$ cat src/rtl/alu_ctrl_exec_pkg.sv
// Shared types and field positions for the accumulator-core execution block.
// FSM states, ALU opcodes and instruction-word layout.
package alu_ctrl_exec_pkg;

  typedef enum logic [2:0] {
    ST_IDLE = 3'd0,
    ST_LOAD = 3'd1,
    ST_EXEC = 3'd2,
    ST_CAPT = 3'd3,
    ST_WB   = 3'd4
  } state_t;

  typedef enum logic [2:0] {
    OP_ADD  = 3'd0,
    OP_SUB  = 3'd1,
    OP_AND  = 3'd2,
    OP_OR   = 3'd3,
    OP_XOR  = 3'd4,
    OP_SHL  = 3'd5,
    OP_SHR  = 3'd6,
    OP_MOVB = 3'd7
  } alu_op_t;

  localparam int RX_MSB  = 15;
  localparam int RX_LSB  = 13;
  localparam int RY_MSB  = 12;
  localparam int RY_LSB  = 10;
  localparam int IMM_MSB = 12;
  localparam int IMM_LSB = 5;
  localparam int SEL_MSB = 4;
  localparam int SEL_LSB = 2;
  localparam int FMT_MSB = 1;
  localparam int FMT_LSB = 0;

  localparam logic [1:0] FORMAT_IMM = 2'd1;

endpackage

$ cat src/rtl/alu_ctrl_exec_alu_core.sv
// Registered 8-operation ALU; result updates on every run-enabled edge.
// Shifts use only the low four bits of operand B.
module alu_core
  import alu_ctrl_exec_pkg::*;
#(
  parameter int WIDTH = 16
) (
  input  logic             clk,
  input  logic             reset,
  input  logic             run,
  input  logic [2:0]       sel,
  input  logic [WIDTH-1:0] in_a,
  input  logic [WIDTH-1:0] in_b,
  output logic [WIDTH-1:0] alu_out
);

  alu_op_t          op;
  logic [WIDTH-1:0] result;

  assign op = alu_op_t'(sel);

  always_comb begin
    result = '0;
    unique case (op)
      OP_ADD:  result = in_a + in_b;
      OP_SUB:  result = in_a - in_b;
      OP_AND:  result = in_a & in_b;
      OP_OR:   result = in_a | in_b;
      OP_XOR:  result = in_a ^ in_b;
      OP_SHL:  result = in_a << in_b[3:0];
      OP_SHR:  result = in_a >> in_b[3:0];
      OP_MOVB: result = in_b;
      default: result = '0;
    endcase
  end

  always_ff @(posedge clk or negedge reset) begin
    if (!reset) begin
      alu_out <= '0;
    end else if (run) begin
      alu_out <= result;
    end
  end

endmodule

$ cat src/rtl/alu_ctrl_exec.sv
// Execution block: Moore sequencer (LOAD/EXEC/CAPT/WB) plus registered ALU.
// Enables are decoded from state and gated by run.
module alu_ctrl_exec
  import alu_ctrl_exec_pkg::*;
#(
  parameter int WIDTH = 16,
  parameter int NREGS = 8
) (
  input  logic             clk,
  input  logic             reset,
  input  logic             run,
  input  logic [15:0]      instruction,
  input  logic [WIDTH-1:0] in_a,
  input  logic [WIDTH-1:0] in_b,
  output logic             en_s,
  output logic             en_c,
  output logic [NREGS-1:0] en_reg,
  output logic [WIDTH-1:0] alu_out,
  output logic             done
);

  state_t     state;
  state_t     state_nx;
  logic [2:0] rx_q;
  logic       unused_fields;

  // Register/immediate selection happens upstream; these bits are not used here.
  assign unused_fields = ^{instruction[IMM_MSB:IMM_LSB],
                           instruction[FMT_MSB:FMT_LSB]};

  always_comb begin
    state_nx = state;
    unique case (state)
      ST_IDLE: state_nx = ST_LOAD;
      ST_LOAD: state_nx = ST_EXEC;
      ST_EXEC: state_nx = ST_CAPT;
      ST_CAPT: state_nx = ST_WB;
      ST_WB:   state_nx = run ? ST_LOAD : ST_IDLE;
      default: state_nx = ST_IDLE;
    endcase
  end

  always_ff @(posedge clk or negedge reset) begin
    if (!reset) begin
      state <= ST_IDLE;
      rx_q  <= '0;
    end else if (run) begin
      state <= state_nx;
      if (state == ST_LOAD) begin
        rx_q <= instruction[RX_MSB:RX_LSB];
      end
    end
  end

  assign en_s   = run && (state == ST_LOAD);
  assign en_c   = run && (state == ST_CAPT);
  assign done   = run && (state == ST_WB);
  assign en_reg = done ? (NREGS'(1) << rx_q) : '0;

  alu_core #(
    .WIDTH(WIDTH)
  ) u_alu (
    .clk    (clk),
    .reset  (reset),
    .run    (run),
    .sel    (instruction[SEL_MSB:SEL_LSB]),
    .in_a   (in_a),
    .in_b   (in_b),
    .alu_out(alu_out)
  );

endmodule

$ cat config.mk
export PLATFORM = sky130hd
export DESIGN_NAME = alu_ctrl_exec
export DESIGN_NICKNAME = d
export VERILOG_FILES = /design/src/rtl/alu_ctrl_exec_pkg.sv /design/src/rtl/alu_ctrl_exec_alu_core.sv /design/src/rtl/alu_ctrl_exec.sv
export SDC_FILE = /design/constraint.sdc
export NUM_CORES = 1
export LEC_CHECK = 0
export BUFFER_PORTS_ARGS = -buffer_cell sky130_fd_sc_hd__buf_2
export CORE_AREA = 8 8 103 105
export DETAILED_ROUTE_END_ITERATION = 6
export DIE_AREA = 0 0 111 113
export PLACE_DENSITY = 0.83
export SYNTH_ARGS = -nofsm -noshare
export SYNTH_HDL_FRONTEND = slang
export SYNTH_SLANG_ARGS = --single-unit
$ cat constraint.sdc
create_clock -name clk -period 1.7 [get_ports clk]
set_clock_uncertainty 0.15 [all_clocks]
set_input_delay 0.34 -clock clk [delete_from_list [all_inputs] [get_ports clk]]
set_output_delay 0.34 -clock clk [all_outputs]
set_load 0.01 [all_outputs]
; ---- After elaboration in Yosys (flattened, before gate mapping)
; Cells that the tools add are included.
[totals]
reg_bits = 22
inputBits = 51
output_inout_bits = 27
[op_classes]
n_addsub = 2
n_eq_ne = 11
shift = 3
mux = 3
bitwise = 3
reduce_logical = 7
[ops]
columns = operator, n
row1 = 16-bit one-hot mux with 8 select lines, 1
row2 = 16-bit adder, 1
row3 = 16-bit bitwise AND, 1
row4 = 16-bit OR, 1
row5 = 16-bit by 4-bit << shifter with 16-bit output, 1
row6 = 16-bit by 4-bit >> shifter with 16-bit output, 1
row7 = 16-bit subtractor, 1
row8 = 16-bit XOR, 1
row9 = 3-bit equality test (second input constant), 5
row10 = 3-bit by 2-bit equality test with 1-bit output (second input constant), 4
row11 = 3-bit one-hot mux with 4 select lines, 1
row12 = 8-bit two-way mux, 1
row13 = 1-bit by 3-bit << shifter with 8-bit output (first input constant), 1
row14 = 3-bit by 1-bit equality test with 1-bit output (second input constant), 2
row15 = 3-bit zero test, 2
row16 = 1-bit logical AND, 3
row17 = 2-bit AND reduction, 1
row18 = 2-bit OR reduction, 1

; ---- Longest topological paths before layout
[logic_depth]
ltp_word = 3
ltp_mapped = 17

; ---- Hierarchy
; From an unflattened synthesis, not the netlist that was laid out.
[unflattened]
cells_unflattened = 575
area_unflattened_um2 = 4456.8
[modules_own_cells]
columns = mod, instances, cells_each, area_each_um2
row1 = alu_core, 1, 541, 4091.4
row2 = alu_ctrl_exec, 1, 34, 365.4

; ---- Least setup slack after synthesis
; OpenSTA, ideal clock, no wires.
[synth_timing]
path_type = input port to flip-flop
start = input port in_b[1]
end = register u_alu.alu_out[15]
setup_time_ns = 0.119
t_arrival_ns = 3.072
setup_slack_ns = -1.641
cell_stages = 17
n_path_buf = 3
cell_sequence = buf_2 inv_2 buf_2 buf_2 ha_1 nand2_1 nor3_1 a21oi_1 xnor2_1 ha_1 a21oi_1 nand2_1 o21ba_1 a41o_1 a221oi_2 xnor2_1 o21ba_1
[synth_via]
elab_chain_len = 2
[synth_rtl]
columns = item, line
row1 = start: declaration, alu_ctrl_exec.sv:14  ; input logic [WIDTH-1:0] in_b,
row2 = "16-bit subtractor, or another cell as far along", alu_ctrl_exec_alu_core.sv:26  ; OP_SUB: result = in_a - in_b;
row3 = 16-bit one-hot mux with 8 select lines *, alu_ctrl_exec_alu_core.sv:24  ; unique case (op)
row4 = end signal: assignment, alu_ctrl_exec_alu_core.sv:41  ; alu_out <= result;
row5 = end: declaration, alu_ctrl_exec_alu_core.sv:14  ; output logic [WIDTH-1:0] alu_out
; Mark *: on every way between the ends. The rest lies on a longest branch, timed or not.
; A chain may end at the register's enable or synchronous reset.

; ---- Worst setup path in the final report
[layout_timing]
start = input port in_b[0]
end = register u_alu.alu_out[8]
; The elaborated chain is that of the path after synthesis.

==> results.cfg <==
[status]
status = complete, but fails checks
violations = DRC, setup timing

[clock_tree]
clkSinkCount = 22
clk-insertion-delay-late_ns = 0.28
clockBufferDepth = 2
cts_tree = yes
root_buffer = clkbuf_8
path_clk_slew_ns = 0.10
htreeDepth = 1
numCtsBuffers = 3

[hold_path]
hold_class = in -> reg
min_path_cells = 2

[routing]
drt-initial-drc-count = 676
wl_per_cell_um = 22.1
ant_nets = 0
via_count = 5837
drt_first_pass_iters = 7
m1WireLength_um = 7900
viasPerCell = 6.27
routed.top_layer = met4
met3_length_um = 2210
routed_wl_um = 20600
wl_met2_um = 9680
drc_errors = 6

[pwr]
vdd_drop_max_v = 0.000428
powerDensity_nw_per_um2 = 583
p_total_mw = 4.00
leakagePower_nw = 3.32

[critical_path]
worstPathMaxFanout = 6
cp.arrival_ns = 2.76
timing.rr.end = rx_q[0]
r2r_cells = 5
r2r_start = state[0]
critPathLaunchType = input pin
required_ns = 1.72
cp-end-kind = register
crit_type = in -> reg
cp-endpoint = u_alu.alu_out[8]
cp-startpoint = in_b[0]
reg2reg_slack_ns = 0.03

[synth]
synthXorXnorAreaFrac = 0.0525
synth_edf_count = 0
synthSimpleGateAreaFrac = 0.197
synth_top_family_by_area = compound AO/OA/AOI/OAI gates
synth_nets = 691
ys_seq_area_frac = 0.127
synthMuxAreaShare = 0.106
synth-compound-area-share = 0.295
avgSynthCellArea_um2 = 7.35
syn_inst = 590
ys_warn_count = 0
synthAdderAreaFrac = 0.146
ys_types = 70
synth_seq_cells = 22
ys.flop_type = dfrtp_1
netlist_area_um2 = 4340
synthArstFlopShare = 1.00

[floorplan]
die_h_um = 113
rows = 35
io_pins = 78
dieArea_um2 = 12500
die_w_um = 111
core_region_area_um2 = 8980
initial_core_util = 0.483

[cells_and_area]
fillers = 611
drive_gt1_frac = 0.434
final_nets = 922
post-route-cell-area_um2 = 6870
antenna_cells = 0
area_delta_synth_final_pct = 58.3

[global_route]
grt.overflow.total = 0
grt_max_degree = 42
track_usage = 0.295
grt_antenna_before_repair = 0
grt_pass1_vias = 5793
grt_pass1_wl_um = 30500

[timing]
layout_setup_ws_ns = -1.03
finalSetupTns_ns = -14.68
hold_viol = 0
fin_crit_sh = 1.61
min_period_ns = 2.73
fmax_mhz = 366
drv_slew = 0
fin_hold_ws_ns = 0.138
rsz0062_at_grt = yes
setup_viol = 27
slew-limit-headroom = 0.593
worstMarginPinSlew_ns = 0.610

[placement]
io_buffers = 67
routabilityCongestion = 1.01
placed_cell_area_um2 = 6080
dp_hpwl_um = 14300

[flow_run]
maxCapViolCount = 0
through the flow:
step           cells  worst slack, ns  utilization
4_1_cts          925           -0.933        0.734
5_1_grt          931            -1.11        0.765
3_5_place_dp     901            -1.35        0.678
2_1_floorplan    590            -1.24            -
6_report         931            -1.03        0.765
3_3_place_gp     901            -1.24        0.678
layout make-up:
type | count | area, um2 | share of cell area
well taps | 111 | 139 | 0.0202
flip-flops and latches | 22 | 551 | 0.0802
repair buffers | 263 | 2020 | 0.294
clock inverters | 1 | 30.0 | 0.00437
inverters | 41 | 175 | 0.0255
multi-input cells | 490 | 3910 | 0.570
clock buffers | 3 | 41.3 | 0.00601
where the power goes:
group | leakage (nW) | internal [mW] | switching [mW]
Combinational | 3.03 | 1.33 | 1.34
Clock | 0.0357 | 0.316 | 0.225
Sequential | 0.261 | 0.651 | 0.145
state kept, by name, indices dropped and copies added (netlist names):
name	count
u_alu.alu_out	16
rx_q	3
state	3
critical path, cell delays in order:
cell and delay, ns:
buf_12 0.12, clkinv_8 0.04, ha_4 0.14, nand2_4 0.08, buf_4 0.14, o22ai_2 0.14
xnor2_2 0.16, ha_4 0.26, a21o_1 0.21, a311oi_4 0.29, nor2b_4 0.11, o22ai_2 0.12
xor2_1 0.22, nor2_1 0.06, o32a_1 0.29
Yosys cell counts, drive strengths merged, types with 8 or more instances:
master	number	share of area
dfrtp	22	0.13
mux2i	22	0.054
xnor2	20	0.040
a21oi	58	0.068
nor3	9	0.010
ha	49	0.14
nand2	51	0.044
nand3	11	0.013
o21ai	39	0.045
a211oi	16	0.028
a31oi	11	0.016
buf	20	0.027
o22ai	8	0.012
mux2	11	0.031
nand2b	13	0.019
nor2	67	0.058
clkbuf	17	0.015
inv	40	0.035
a21o	10	0.017
a22o	9	0.018
how the worst min path moves through the flow:
stage          slack (ns)            start          endpoint
6_report             0.14  instruction[14]           rx_q[1]
5_1_grt              0.14  instruction[13]           rx_q[0]
4_1_cts              0.14  instruction[14]           rx_q[1]
3_5_place_dp         0.21            reset  u_alu.alu_out[1]
3_3_place_gp         0.20            reset  u_alu.alu_out[4]
2_1_floorplan       -0.11            reset           rx_q[0]
placed cells by master, fill, tap and decap left out, types with 6 or more instances in the layout:
cell type and n:
dfrtp_1 22, nand3_1 10, buf_2 62, a211oi_1 14
o21ai_0 22, ha_1 44, o21ai_1 14, a21oi_1 44
o22ai_1 6, a31oi_1 10, a21oi_2 12, buf_4 174
nor2_1 62, inv_1 33, buf_6 16, xnor2_1 15
mux2_4 6, nand2_1 49, nand2b_1 12, mux2i_1 20
a22o_1 9, a21o_1 10, buf_12 8
logic make-up (layout without fill, tap and decap cells):
logic type	after synthesis	in the layout
multiplexers	37	37
buffers and inverters	78	308
AND/OR/NAND/NOR	181	181
AO/OA/AOI/OAI	196	196
adder cells (fa/ha/maj)	50	50
XOR/XNOR	26	26
flip-flops	22	22
layer usage:
layer	up-vias	track usage
li1	2603	-
met1	2766	0.368
met2	383	0.495
met3	85	0.0614
met4	0	0.0973
met5	-	0
repair_timing:
item                       4_1_cts  5_1_grt
pin swaps                       39       34
gates resized for setup         63       41
setup endpoints to repair       27       30
cloned                           0        2
setup buffers                   20        9
hold buffers                     1        0
hold endpoints to repair        22        0
(Power assumes the default switching activity.)
